File: src/rtl/uart_tx_param.sv
// Runtime-configurable UART transmitter with an internal baud divider, valid/ready input,
// 5..MAX_DATA_W data bits, five parity modes, 1/2 stop bits, bit order select and break.
module uart_tx_param #(
    parameter int MAX_DATA_W = 9,
    parameter int DIV_W      = 16
) (
    input  logic                  clk,
    input  logic                  rst,
    input  logic [DIV_W-1:0]      baud_div,
    input  logic [3:0]            frame_length,
    input  logic [2:0]            parity_type,
    input  logic                  stop_bits,
    input  logic                  msb_first,
    input  logic                  send_break,
    input  logic                  s_valid,
    input  logic [MAX_DATA_W-1:0] s_data,
    output logic                  s_ready,
    output logic                  tx,
    output logic                  busy,
    output logic                  tx_done
);

    typedef enum logic [2:0] {IDLE, START, DATA, PARITY, STOP, BREAK} state_t;

    state_t                state, state_next;
    logic [DIV_W-1:0]      cnt, div_lat, div_eff;
    logic [3:0]            bit_idx, len, len_c, ridx;
    logic [MAX_DATA_W-1:0] shreg, load_data;
    logic                  par_bit, par_en, stop2, stop_second, from_break;
    logic                  load_par_bit, load_par_en, par_x;
    logic                  handshake, bit_end;

    assign s_ready   = (state == IDLE) && !send_break;
    assign busy      = (state != IDLE);
    assign handshake = s_valid && s_ready;
    assign bit_end   = (cnt == div_lat);

    // The character is reordered at load time so the datapath always shifts LSB-out;
    // parity is likewise precomputed over only the frame_length transmitted bits.
    always_comb begin
        len_c = (frame_length < 4'd5) ? 4'd5 :
                (frame_length > 4'(MAX_DATA_W)) ? 4'(MAX_DATA_W) : frame_length;
        div_eff   = (baud_div == '0) ? DIV_W'(1) : baud_div;
        load_data = '0;
        par_x     = 1'b0;
        ridx      = '0;
        for (int i = 0; i < MAX_DATA_W; i++) begin
            if (4'(i) < len_c) begin
                ridx         = len_c - 4'd1 - 4'(i);
                load_data[i] = msb_first ? s_data[ridx] : s_data[i];
                par_x        = par_x ^ s_data[i];
            end
        end
        case (parity_type)
            3'd1:    begin load_par_en = 1'b1; load_par_bit = ~par_x; end
            3'd2:    begin load_par_en = 1'b1; load_par_bit = par_x;  end
            3'd3:    begin load_par_en = 1'b1; load_par_bit = 1'b1;   end
            3'd4:    begin load_par_en = 1'b1; load_par_bit = 1'b0;   end
            default: begin load_par_en = 1'b0; load_par_bit = 1'b0;   end
        endcase
    end

    always_comb begin
        state_next = state;
        tx         = 1'b1;
        case (state)
            IDLE: begin
                if (handshake)       state_next = START;
                else if (send_break) state_next = BREAK;
            end
            START: begin
                tx = 1'b0;
                if (bit_end) state_next = DATA;
            end
            DATA: begin
                tx = shreg[0];
                if (bit_end && (bit_idx == len - 4'd1))
                    state_next = par_en ? PARITY : STOP;
            end
            PARITY: begin
                tx = par_bit;
                if (bit_end) state_next = STOP;
            end
            STOP: begin
                if (bit_end && (!stop2 || stop_second)) state_next = IDLE;
            end
            BREAK: begin
                tx = 1'b0;
                if (!send_break) state_next = STOP;
            end
            default: state_next = IDLE;
        endcase
    end

    // The baud counter restarts whenever a new bit (or break) begins, so every bit is a full period.
    always_ff @(posedge clk or posedge rst) begin
        if (rst) begin
            state       <= IDLE;
            cnt         <= '0;
            shreg       <= '0;
            div_lat     <= '0;
            bit_idx     <= '0;
            len         <= '0;
            par_bit     <= 1'b0;
            par_en      <= 1'b0;
            stop2       <= 1'b0;
            stop_second <= 1'b0;
            from_break  <= 1'b0;
            tx_done     <= 1'b0;
        end else begin
            state   <= state_next;
            tx_done <= (state == STOP) && (state_next == IDLE) && !from_break;
            case (state)
                IDLE: begin
                    cnt         <= '0;
                    stop_second <= 1'b0;
                    if (handshake) begin
                        shreg      <= load_data;
                        len        <= len_c;
                        bit_idx    <= '0;
                        par_bit    <= load_par_bit;
                        par_en     <= load_par_en;
                        stop2      <= stop_bits;
                        div_lat    <= div_eff;
                        from_break <= 1'b0;
                    end else if (send_break) begin
                        div_lat    <= div_eff;
                        stop2      <= 1'b1;
                        from_break <= 1'b1;
                    end
                end
                BREAK: cnt <= '0;
                default: begin
                    cnt <= bit_end ? '0 : cnt + DIV_W'(1);
                    if ((state == DATA) && bit_end) begin
                        shreg   <= shreg >> 1;
                        bit_idx <= bit_idx + 4'd1;
                    end
                    if ((state == STOP) && bit_end) stop_second <= 1'b1;
                end
            endcase
        end
    end

endmodule

File: config.mk
export PLATFORM = sky130hd
export DESIGN_NAME = uart_tx_param
export DESIGN_NICKNAME = d
export VERILOG_FILES = /design/src/rtl/uart_tx_param.sv
export SDC_FILE = /design/constraint.sdc
export NUM_CORES = 1
export LEC_CHECK = 0
export ABC_CLOCK_PERIOD_IN_PS = 2900
export CAP_MARGIN = 20
export CELL_PAD_IN_SITES_DETAIL_PLACEMENT = 2
export CELL_PAD_IN_SITES_GLOBAL_PLACEMENT = 2
export CORE_ASPECT_RATIO = 2
export CORE_MARGIN = 10
export CORE_UTILIZATION = 36
export CTS_CLUSTER_SIZE = 25
export DETAILED_ROUTE_END_ITERATION = 10
export PLACE_DENSITY_LB_ADDON = 0.1
export SLEW_MARGIN = 20
export SYNTH_ARGS = -nofsm -noshare
export SYNTH_HDL_FRONTEND = slang
export SYNTH_SLANG_ARGS = --single-unit
export TNS_END_PERCENT = 30
File: constraint.sdc
create_clock -name clk -period 2.9 [get_ports clk]
set_input_delay 0.87 -clock clk [delete_from_list [all_inputs] [get_ports clk]]
set_output_delay 0.87 -clock clk [all_outputs]
set_load 0.01 [all_outputs]
==> results.py <==
metrics = {
    "run_status": {
        "status": "finished, final reports clean",
    },
    "yosys": {
        "synth.distinct_cells": 68,
        "synthArstFlopShare": 1.00,
        "mappedNetlistArea_mm2": 0.00390,
        "synth.most_common_cell": "dfrtp_1",
        "synth.area.top_cells": "dfrtp_1 37%, xor2_1 7.2%, mux4_1 5.4%, xnor2_1 4.5%, nor2_1 4.2%",
        "yosys_register_bits": 58,
        "yosysWarningCount": 0,
        "synth_nets": 455,
        "synth_top_area_frac": 0.372,
        "synth_area_per_cell_um2": 9.66,
        "synth-main-ff-cell": "dfrtp_1",
        "synth_top_cell_by_area": "dfrtp_1",
        "synth_edf_count": 0,
        "synth_common_cells": "58 x dfrtp_1, 44 x nor2_1, 39 x nand2_1",
        "seq_area_frac_synth": 0.372,
        "synthCells": 404,
    },
    "layout": {
        "nets": 544,
        "area_growth_pct": 34.8,
        "fin_area_mm2": 0.00526,
        "final_cells": 635,
        "final_layout_size_suffix_gt1_frac": 0.219,
        "diodes": 0,
        "finish.utilization": 0.499,
        "fill_cells": 1109,
    },
    "floorplanning": {
        "dieArea_mm2": 0.0157,
        "die_x_um": 93.6,
        "ios": 42,
        "die_h_um": 167,
        "rows": 53,
        "core_area_mm2": 0.0105,
        "start_util": 0.370,
    },
    "clock_tree": {
        "clk_path_buf_depth": 2,
        "ctsHoldBuffers": 0,
        "clkLatencyLatePin_ns": 0.33,
        "root_buffer": "clkbuf_16",
        "cts_tree": "done",
        "path_clk_slew_ns": 0.05,
        "htreeDepth": 3,
        "clkSinkCount": 58,
        "cts_buffers": 9,
    },
    "grt": {
        "antenna_found_initial": 0,
        "grt_first_pass_wirelength_um": 22400,
        "grt_usage": 0.185,
        "grt_pass1_vias": 4064,
        "grt_max_degree": 45,
        "overflow": 0,
    },
    "flow_run": {
        "max_cap_violations": 0,
    },
    "route": {
        "ant_nets": 0,
        "drt_iter0_drc": 137,
        "firstDrtPassIters": 4,
        "wl_per_cell_um": 22.1,
        "dr_total_vias": 3539,
        "vias_per_cell": 5.57,
        "routed_wl_um": 14000,
        "drc_errors": 0,
    },
    "worst_setup_path": {
        "cp.required_ns": 3.12,
        "arrival_ns": 3.03,
        "cp-end-kind": "flop",
        "crit_path_max_fanout": 6,
        "cp-start-kind": "input pin",
        "worstSetupPathType": "in2reg",
    },
    "sta": {
        "period_share": 0.971,
        "fin_crit_ns": 2.82,
        "worst_slew_pin_slew_ns": 0.550,
        "max_freq_mhz": 355,
        "relSlewSlack": 0.632,
        "setup_ws_ns": 0.0832,
        "setup_viol_count_final": 0,
        "rsz0062_at_grt": "true",
        "fin_skew_ns": 0.00333,
        "slew_violations": 0,
        "hold_viol": 0,
    },
    "placed_design": {
        "hpwlAfterDp_um": 10900,
        "dpl_worst_slack_ns": -0.801,
        "post_dp_cell_area_mm2": 0.00484,
        "port_buffers": 41,
        "dp.cells": 613,
        "gp_congestion": 0.882,
    },
    "pwr": {
        "leakagePower_nw": 2.33,
        "finalPower_mw": 3.54,
        "peakVddDrop_mv": 0.312,
        "cellPowerDensity_mw_per_mm2": 673,
    },
    "hold_path": {
        "hp-class": "reg2reg",
    },
}
logic make-up after synthesis:
logic type | Yosys count | share of synthesized area
multiplexers | 20 | 0.0930
XOR/XNOR | 54 | 0.127
buffers and inverters | 36 | 0.0394
adder cells (fa/ha/maj) | 13 | 0.0417
AND/OR/NAND/NOR | 140 | 0.173
AO/OA/AOI/OAI | 83 | 0.154
flip-flops | 58 | 0.372
layer usage:
layer / track usage / share of wire
met3: 0.0273 / 0.025
met4: 0.112 / 0.046
met1: 0.163 / 0.33
met5: 0 / 0
met2: 0.367 / 0.60
layout make-up:
cell class / instances / area (um2) / area share
Clock buffer: 11 / 253 / 0.0481
Clock inverter: 5 / 52.6 / 0.00999
Inverter: 19 / 91.3 / 0.0174
Multi-Input combinational cell: 310 / 2410 / 0.459
Sequential cell: 58 / 1450 / 0.276
Tap cell: 137 / 171 / 0.0326
Timing Repair Buffer: 95 / 827 / 0.157
registers in the layout (all words and copies together), names as in the netlist:
name and count:
par_en 1, tx_done 1, len 4, cnt 16, div_lat 16, stop2 1
shreg 9, from_break 1, stop_second 1, state 3, bit_idx 4, par_bit 1
layout by cell type (no fill, tap or decap), types with 9 or more instances in the layout:
cell type	netlist	layout
a22o_1	12	12
xnor2_1	20	19
inv_1	15	14
nor2_1	44	43
nand3_1	11	11
dfrtp_1	58	58
xor2_1	32	32
buf_4	2	52
o21ai_0	15	15
clkbuf_16	0	9
clkdlybuf4s50_1	0	36
nand2_1	39	39
through the flow:
step / hold slack, ns / setup TNS, ns
6_report: 0.454 / 0
5_1_grt: 0.479 / -0.0988
4_1_cts: 0.459 / 0
3_5_place_dp: 0.456 / -7.18
3_3_place_gp: 0.443 / -6.39
2_1_floorplan: 0.410 / -3.95
where the power goes:
| part | switching, mW | leakage, nW | internal (mW) |
|---|---|---|---|
| sequential | 0.242 | 0.733 | 1.06 |
| clock | 0.371 | 0.151 | 0.706 |
| combinational | 0.585 | 1.45 | 0.575 |
final timing paths:
check,end,slack (ns),from,depth (start not counted)
worst max-delay path,shreg[7],0.08,frame_length[2],10
worst min-delay path,tx_done,0.45,from_break,1
worst min register to register,tx_done,0.45,from_break,1
min in group asynchronous,div_lat[13],0.83,rst,2
max in group asynchronous,div_lat[3],1.52,rst,3
worst max register to register,shreg[3],0.72,state[0],8
critical path, stage by stage:
cell and delay, ns:
buf_8 0.10, o21a_4 0.21, nor3_4 0.20, buf_6 0.14
inv_4 0.03, ha_4 0.36, mux4_2 0.54, mux2i_1 0.16
o211ai_1 0.11, a221o_1 0.31
timing repair:
| item | in CTS | in global routing |
|---|---|---|
| setup endpoints to repair | 11 | 9 |
| pin swaps | 11 | 12 |
| buffers inserted | 4 | 2 |
| cloned | 0 | 0 |
| gates resized for setup | 25 | 11 |
No activity file was read; power rests on OpenSTA's default activity.
